<file path="config.mk">
export PLATFORM = sky130hd
export DESIGN_NAME = bram_rr_arbiter
export DESIGN_NICKNAME = d
export VERILOG_FILES = /design/src/rtl/bram_rr_arbiter.sv
export SDC_FILE = /design/constraint.sdc
export NUM_CORES = 1
export LEC_CHECK = 0
export ABC_AREA = 1
export BUFFER_PORTS_ARGS = -buffer_cell sky130_fd_sc_hd__buf_2
export CAP_MARGIN = 20
export CORE_ASPECT_RATIO = 1.25
export CORE_MARGIN = 4
export CORE_UTILIZATION = 46
export CTS_CLUSTER_DIAMETER = 30
export DETAILED_ROUTE_END_ITERATION = 8
export PLACE_DENSITY = 0.8
export SYNTH_ARGS = -nofsm -noshare
export SYNTH_HDL_FRONTEND = slang
export SYNTH_SLANG_ARGS = --single-unit
</file>
<file path="constraint.sdc">
create_clock -name clk -period 1.3 [get_ports clk]
set_clock_uncertainty 0.05 [all_clocks]
set_input_delay 0.13 -clock clk [delete_from_list [all_inputs] [get_ports clk]]
set_output_delay 0.13 -clock clk [all_outputs]
set_load 0.05 [all_outputs]
</file>
<file path="src/rtl/bram_rr_arbiter.sv">
// Round-robin arbiter sharing one simple-dual-port BRAM between two writers
// and two readers; read data returns to the requester with a tagged strobe.
module bram_rr_arbiter #(
   parameter  int N_ADDR     = 256,
   parameter  int DATA_WIDTH = 16,
   parameter  int RD_LATENCY = 1,
   localparam int AW         = $clog2(N_ADDR)
) (
   input  logic                  clk,
   input  logic                  rst,

   input  logic                  wr0_valid,
   output logic                  wr0_ready,
   input  logic [AW-1:0]         wr0_addr,
   input  logic [DATA_WIDTH-1:0] wr0_data,

   input  logic                  wr1_valid,
   output logic                  wr1_ready,
   input  logic [AW-1:0]         wr1_addr,
   input  logic [DATA_WIDTH-1:0] wr1_data,

   input  logic                  rd0_valid,
   output logic                  rd0_ready,
   input  logic [AW-1:0]         rd0_addr,
   output logic [DATA_WIDTH-1:0] rd0_dout,
   output logic                  rd0_dvalid,

   input  logic                  rd1_valid,
   output logic                  rd1_ready,
   input  logic [AW-1:0]         rd1_addr,
   output logic [DATA_WIDTH-1:0] rd1_dout,
   output logic                  rd1_dvalid,

   output logic                  bram_wen,
   output logic [AW-1:0]         bram_wadd,
   output logic [DATA_WIDTH-1:0] bram_win,
   output logic                  bram_ren,
   output logic [AW-1:0]         bram_radd,
   input  logic [DATA_WIDTH-1:0] bram_wout
);

   typedef enum logic {
      CL0 = 1'b0,
      CL1 = 1'b1
   } client_e;

   client_e wr_ptr;
   client_e rd_ptr;

   logic wr_gnt0, wr_gnt1;
   logic rd_gnt0, rd_gnt1;

   // Tag stage 0 lines up with bram_ren; stage RD_LATENCY with bram_wout.
   logic [RD_LATENCY:0] tag_vld;
   logic [RD_LATENCY:0] tag_id;

   logic                  ret_vld, ret0, ret1;
   logic [DATA_WIDTH-1:0] dout0_q, dout1_q;

   // ---------------------------------------------------------------- grants
   always_comb begin
      wr_gnt0 = ~rst & wr0_valid & (~wr1_valid | (wr_ptr == CL0));
      wr_gnt1 = ~rst & wr1_valid & (~wr0_valid | (wr_ptr == CL1));
      rd_gnt0 = ~rst & rd0_valid & (~rd1_valid | (rd_ptr == CL0));
      rd_gnt1 = ~rst & rd1_valid & (~rd0_valid | (rd_ptr == CL1));
   end

   assign wr0_ready = wr_gnt0;
   assign wr1_ready = wr_gnt1;
   assign rd0_ready = rd_gnt0;
   assign rd1_ready = rd_gnt1;

   always_ff @(posedge clk) begin
      if (rst) begin
         wr_ptr <= CL0;
         rd_ptr <= CL0;
      end else begin
         if (wr_gnt0)
            wr_ptr <= CL1;
         else if (wr_gnt1)
            wr_ptr <= CL0;

         if (rd_gnt0)
            rd_ptr <= CL1;
         else if (rd_gnt1)
            rd_ptr <= CL0;
      end
   end

   // ------------------------------------------------------------ write path
   always_ff @(posedge clk) begin
      if (rst) begin
         bram_wen  <= 1'b0;
         bram_wadd <= '0;
         bram_win  <= '0;
      end else begin
         bram_wen <= wr_gnt0 | wr_gnt1;
         if (wr_gnt0) begin
            bram_wadd <= wr0_addr;
            bram_win  <= wr0_data;
         end else if (wr_gnt1) begin
            bram_wadd <= wr1_addr;
            bram_win  <= wr1_data;
         end
      end
   end

   // ------------------------------------------------------------- read path
   always_ff @(posedge clk) begin
      if (rst) begin
         bram_radd <= '0;
         tag_vld   <= '0;
         tag_id    <= '0;
      end else begin
         if (rd_gnt0)
            bram_radd <= rd0_addr;
         else if (rd_gnt1)
            bram_radd <= rd1_addr;
         tag_vld <= {tag_vld[RD_LATENCY-1:0], rd_gnt0 | rd_gnt1};
         tag_id  <= {tag_id[RD_LATENCY-1:0], rd_gnt1};
      end
   end

   assign bram_ren = tag_vld[0];

   // Returned data arrives combinationally from the BRAM on the strobe cycle;
   // the holding registers keep it visible until the next strobe.
   always_comb begin
      ret_vld = tag_vld[RD_LATENCY] & ~rst;
      ret0    = ret_vld & ~tag_id[RD_LATENCY];
      ret1    = ret_vld &  tag_id[RD_LATENCY];
   end

   always_ff @(posedge clk) begin
      if (rst) begin
         dout0_q <= '0;
         dout1_q <= '0;
      end else begin
         if (ret0)
            dout0_q <= bram_wout;
         if (ret1)
            dout1_q <= bram_wout;
      end
   end

   always_comb begin
      rd0_dvalid = ret0;
      rd1_dvalid = ret1;
      rd0_dout   = '0;
      rd1_dout   = '0;
      if (!rst) begin
         rd0_dout = ret0 ? bram_wout : dout0_q;
         rd1_dout = ret1 ? bram_wout : dout1_q;
      end
   end

endmodule

</file>
# Yosys cells after proc, flatten, opt, wreduce, memory -nomap -nowiden
# Index checks and enable logic that the tools add are counted.
[word_totals] latchBits=0 rom_bits=0 memories=0 ramBits=0 input_bits=86 word_cells=51 reg_bits=71
[classes] n_shift=0 n_eq_ne=0 n_bitwise=25 n_lt_le_gt_ge=0 div_mod_pow=0 addsub=0 mul=0 reduce_logical=2 muxes=14
[op_table] operator="$mux W16" n=6
[op_table] operator="$mux W8" n=4
[op_table] operator="$and A1 B1 Y1" n=11
[op_table] operator="$not A1 Y1" n=8
[op_table] operator="$or A1 B1 Y1" n=6
[op_table] operator="$mux W1" n=4
[op_table] operator="$reduce_bool A2 Y1" n=2

# Longest topological paths before layout
[logic_depth] ltp_word=5 mapped_depth=7

# Least setup slack after synthesis
# Ideal clock, no wire load.
[synth_path] path_kind="register to register" startpoint="register tag_id[1]" endpoint="register dout0_q[10]" t_arrival_ns=1.807 n_path_buf=1 t_required_ns=1.005 path_stages_with_launch=5 setup_time_ns=0.245 slack_ns=-0.803 cell_sequence="dfxtp_1 -> inv_1 -> nand3_1 -> clkbuf_1 -> o21ai_0"
[synth_via] elab_chain_cells=4
[synth_rtl] item="start, declared" line_no="55" text="logic [RD_LATENCY:0] tag_id;"
[synth_rtl] item="start signal, assigned" line_no="120" text="tag_id <= {tag_id[RD_LATENCY-1:0], rd_gnt1};"
[synth_rtl] item="$not A1 Y1" line_no="130" text="ret0 = ret_vld & ~tag_id[RD_LATENCY];"
[synth_rtl] item="$and A1 B1 Y1" line_no="130"
[synth_rtl] item="$mux W16 (2 in series)"
[synth_rtl] item="via rd0_dout[10]" line_no="25" text="output logic [DATA_WIDTH-1:0] rd0_dout,"
[synth_rtl] item="end signal, assigned" line_no="140" text="dout0_q <= bram_wout;"
[synth_rtl] item="end, declared" line_no="58" text="logic [DATA_WIDTH-1:0] dout0_q, dout1_q;"
# The timed path passes the listed nets, and every way through them passes these cells.
# A chain may end at the register's enable or synchronous reset.

# Final worst setup path
[layout_path] startpoint="register tag_vld[1]" endpoint="output port rd1_dout[14]"
[layout_via] elab_chain_cells=4
[layout_rtl] item="start, declared" line_no="54" text="logic [RD_LATENCY:0] tag_vld;"
[layout_rtl] item="start signal, assigned" line_no="119" text="tag_vld <= {tag_vld[RD_LATENCY-1:0], rd_gnt0 | rd_gnt1};"
[layout_rtl] item="$and A1 B1 Y1" line_no="129" text="ret_vld = tag_vld[RD_LATENCY] & ~rst;"
[layout_rtl] item="$and A1 B1 Y1" line_no="131" text="ret1 = ret_vld & tag_id[RD_LATENCY];"
[layout_rtl] item="$mux W16" line_no="153" text="rd1_dout = ret1 ? bram_wout : dout1_q;"
[layout_rtl] item="$mux W16" line_no="151" text="if (!rst) begin"
[layout_rtl] item="end, declared" line_no="31" text="output logic [DATA_WIDTH-1:0] rd1_dout,"
# Every way passes these cells.

==> results.yml <==
synthesis:
  async_reset_ff_frac: 0
  post_synth_instance_area_mm2: 0.00319
  synth.yosys.seq_area_share: 0.446
  yosys_warnings: 0
  yosys.area.top_type: "sky130_fd_sc_hd__dfxtp_1"
  synth_cell_types: 20
  avg_cell_area_syn_um2: 7.32
  post-synth-top-count-cell: "sky130_fd_sc_hd__inv_1"
  synth_edf_count: 0
  post_synth_most_frequent_cells: "91 x sky130_fd_sc_hd__inv_1, 71 x sky130_fd_sc_hd__dfxtp_1, 67 x sky130_fd_sc_hd__nand2_1, 57 x sky130_fd_sc_hd__nand3_1, 34 x sky130_fd_sc_hd__a21oi_1"
  netlist.area_leader.share: 0.446
  synth-seq-cells: 71
  yosys-top-cells-area: "sky130_fd_sc_hd__dfxtp_1 45%, sky130_fd_sc_hd__inv_1 11%, sky130_fd_sc_hd__nand3_1 9.0%, sky130_fd_sc_hd__nand2_1 7.9%, sky130_fd_sc_hd__nand4_1 6.3%"
  main_synth_ff_type: "sky130_fd_sc_hd__dfxtp_1"
  syn-num-nets: 521
  number_of_cells_produced_by_synthesis: 435
drt:
  drt_wirelength_mm: 10.2
  route.detailed.vias_per_inst: 5.09
  detail_route.first_pass.iterations: 4
  num_vias: 3508
  post-route-drc-count: 0
  avgRoutedWirePerCell_um: 14.9
  detail_route.iter0.violations: 76
  antenna_left: 0
setup_path:
  cpMaxStageDelayCell: "sky130_fd_sc_hd__dfxtp_4"
  critPathCaptureType: "output port"
  worst-endpoint-arrival_ps: 1420
  required_time_at_the_worst_slack_endpoint_ps: 1120
  worst-path-buf-inv: 2
  timing.reg2reg.setup_slack_ps: 100
  crit-reg2reg-launch: "rd_ptr"
  critical_path.startpoint: "tag_vld[1]"
  slowest_delay_ps: 360
  cp_cell_sequence: "nand3_4 > buf_12 > nand3_1 > o21ai_4 > buf_8"
  cp_top_family: "flip-flops"
  setup.worst_path.start_class: "flop"
  worstSetupPathType: "flop to output port"
  critical_path.max_fanout: 17
global_route:
  global_route.peak_usage_layer: "met2"
  total_global_routing_track_utilization: 0.242
  grt_first_pass_wirelength_mm: 15.7
  first_global_vias: 3497
  globalRouteOverflowTotal: 0
  grt_start_max_net_pins: 37
  global_route.usage.met2: 0.430
  gr-usage-met1: 0.261
  global_route.usage.met3: 0.0671
  antenna_found_initial: 0
layout:
  fillCellCount: 493
  drive_gt1_frac: 0.434
  finish.instance_area_mm2: 0.00489
  synthToLayoutAreaGrowth_pct: 53.7
  antennaDiodeCount: 0
  final_net_count: 683
  final_cell_count_no_fill: 689
  register_area_mm2: 0.00143
  multiInputGateArea_mm2: 0.00150
sta:
  rsz0062_at_grt: "yes"
  final_critical_path_setup_slack_ps: -298
  max-slew-margin-rel: 0.825
  worst_pin_slew_ps: 262
  hold_viol_final: 0
  max_freq_mhz: 626
  timing.final.setup_violations: 36
  layout_worst_path_cycle_share: 1.23
  post-route-min-period_ps: 1600
  maxSlewViolCount: 0
power:
  ir_drop_v: 0.000708
  power-per-cell-area_mw_per_mm2: 1070
  leakage_power_uw: 0.00253
floorplanning:
  die_height_um: 101
  floorplan.die_area_mm2: 0.00833
  placeableCoreArea_mm2: 0.00665
  core.rowCount: 33
  boundaryPins: 158
  die_w_um: 82.4
  initial_utilization: 0.479
cts:
  tritoncts: "built"
  sink_count: 71
  cts_htree_levels: 3
  number_of_buffers_added_by_the_clock_tree_synthesis_step: 9
  clockBufferDepth: 2
  clockRootBuffer: "sky130_fd_sc_hd__clkbuf_8"
  insertion_delay_ps: 340
  path_clk_slew_ps: 70
placed_design:
  port_buffers: 157
  placed_cells: 669
  placedInstanceArea_mm2: 0.00421
  post-dp-hpwl_mm: 6.48
  place_congestion: 0.784
run_status:
  failed_checks: "negative setup slack"
  run_status: "finished, violations left"
run:
  max_capacitance_violation_total: 0
min_path:
  hp-class: "primary input to flop"
  startpoint_of_the_most_critical_hold_path: "wr1_data[13]"
[cells by family after synthesis]
logic type / synth area share
flops: 0.446
compound gates: 0.119
simple gates: 0.270
buf+inv: 0.165
[cells in the final DEF, fill, tap and decap left out, types with 3 or more instances in the layout]
cell type                    n
sky130_fd_sc_hd__o21ai_4    11
sky130_fd_sc_hd__inv_1      84
sky130_fd_sc_hd__clkbuf_8   11
sky130_fd_sc_hd__buf_2     119
sky130_fd_sc_hd__buf_6      30
sky130_fd_sc_hd__nand4_1    32
sky130_fd_sc_hd__a21oi_1    34
sky130_fd_sc_hd__nand3_2    13
sky130_fd_sc_hd__buf_8       8
sky130_fd_sc_hd__inv_2      10
sky130_fd_sc_hd__nand3_1    52
sky130_fd_sc_hd__o21ai_2    23
sky130_fd_sc_hd__nand2_1    67
sky130_fd_sc_hd__buf_12      5
sky130_fd_sc_hd__buf_4      16
sky130_fd_sc_hd__dfxtp_1    67
sky130_fd_sc_hd__dfxtp_2     3
sky130_fd_sc_hd__nand3_4     3
[where the power goes]
part	internal, uW	switching [uW]
combinational	434	895
sequential	2290	56.2
clock	793	787
total	3520	1740
[routing by layer]
metal  share of wire  up-vias
met3           0.092       19
met5               0        -
li1                -     1725
met2            0.51      156
met1            0.38     1608
met4           0.020        0
[sequential cells by signal (all words and copies together), names as in the netlist]
name,flops
bram_wadd,8
wr_ptr,1
bram_win,16
dout1_q,16
dout0_q,16
bram_radd,8
tag_vld,2
rd_ptr,1
tag_id,2
bram_wen,1
[worst min-delay path: cells and delay by family]
kind          cells  cell delay (ps)
simple gates      3              140
buf+inv           2              110
[final timing paths]
path	endpoint	depth (start not counted)
worst max-delay path	rd1_dout[14]	5
worst max register to register	bram_radd[7]	8
worst min-delay path	bram_win[13]	5
worst min register to register	tag_id[1]	2
[stage by stage]
stage | util | hold slack [ps] | TNS [ps] | setup slack, ps | total power [uW]
final | 0.736 | 25.0 | -8750 | -298 | 5260
after global routing | 0.736 | 30.3 | -11040 | -381 | 5520
after CTS | 0.726 | 5.08 | -9050 | -292 | 5270
after detailed placement | 0.633 | 348 | -1030 | -73.0 | 3610
after global placement | 0.633 | 344 | -321 | -37.7 | 3590
after floorplan | - | 234 | -16540 | -399 | 3240
[layout make-up]
type,count,share of cell area
Clock inverter,3,0.00358
Timing Repair Buffer,180,0.271
Inverter,94,0.0721
Multi-Input combinational cell,241,0.306
Sequential cell,71,0.292
Tap cell,87,0.0222
Clock buffer,13,0.0325
[what timing repair did]
action,in CTS,in global routing
hold endpoints to repair,0,0
hold buffers,0,0
setup endpoints to repair,38,38
buffers inserted,3,0
pin swaps,1,1
resized for setup,116,17
cloned,2,0
Power figures use the tool's default switching activity.
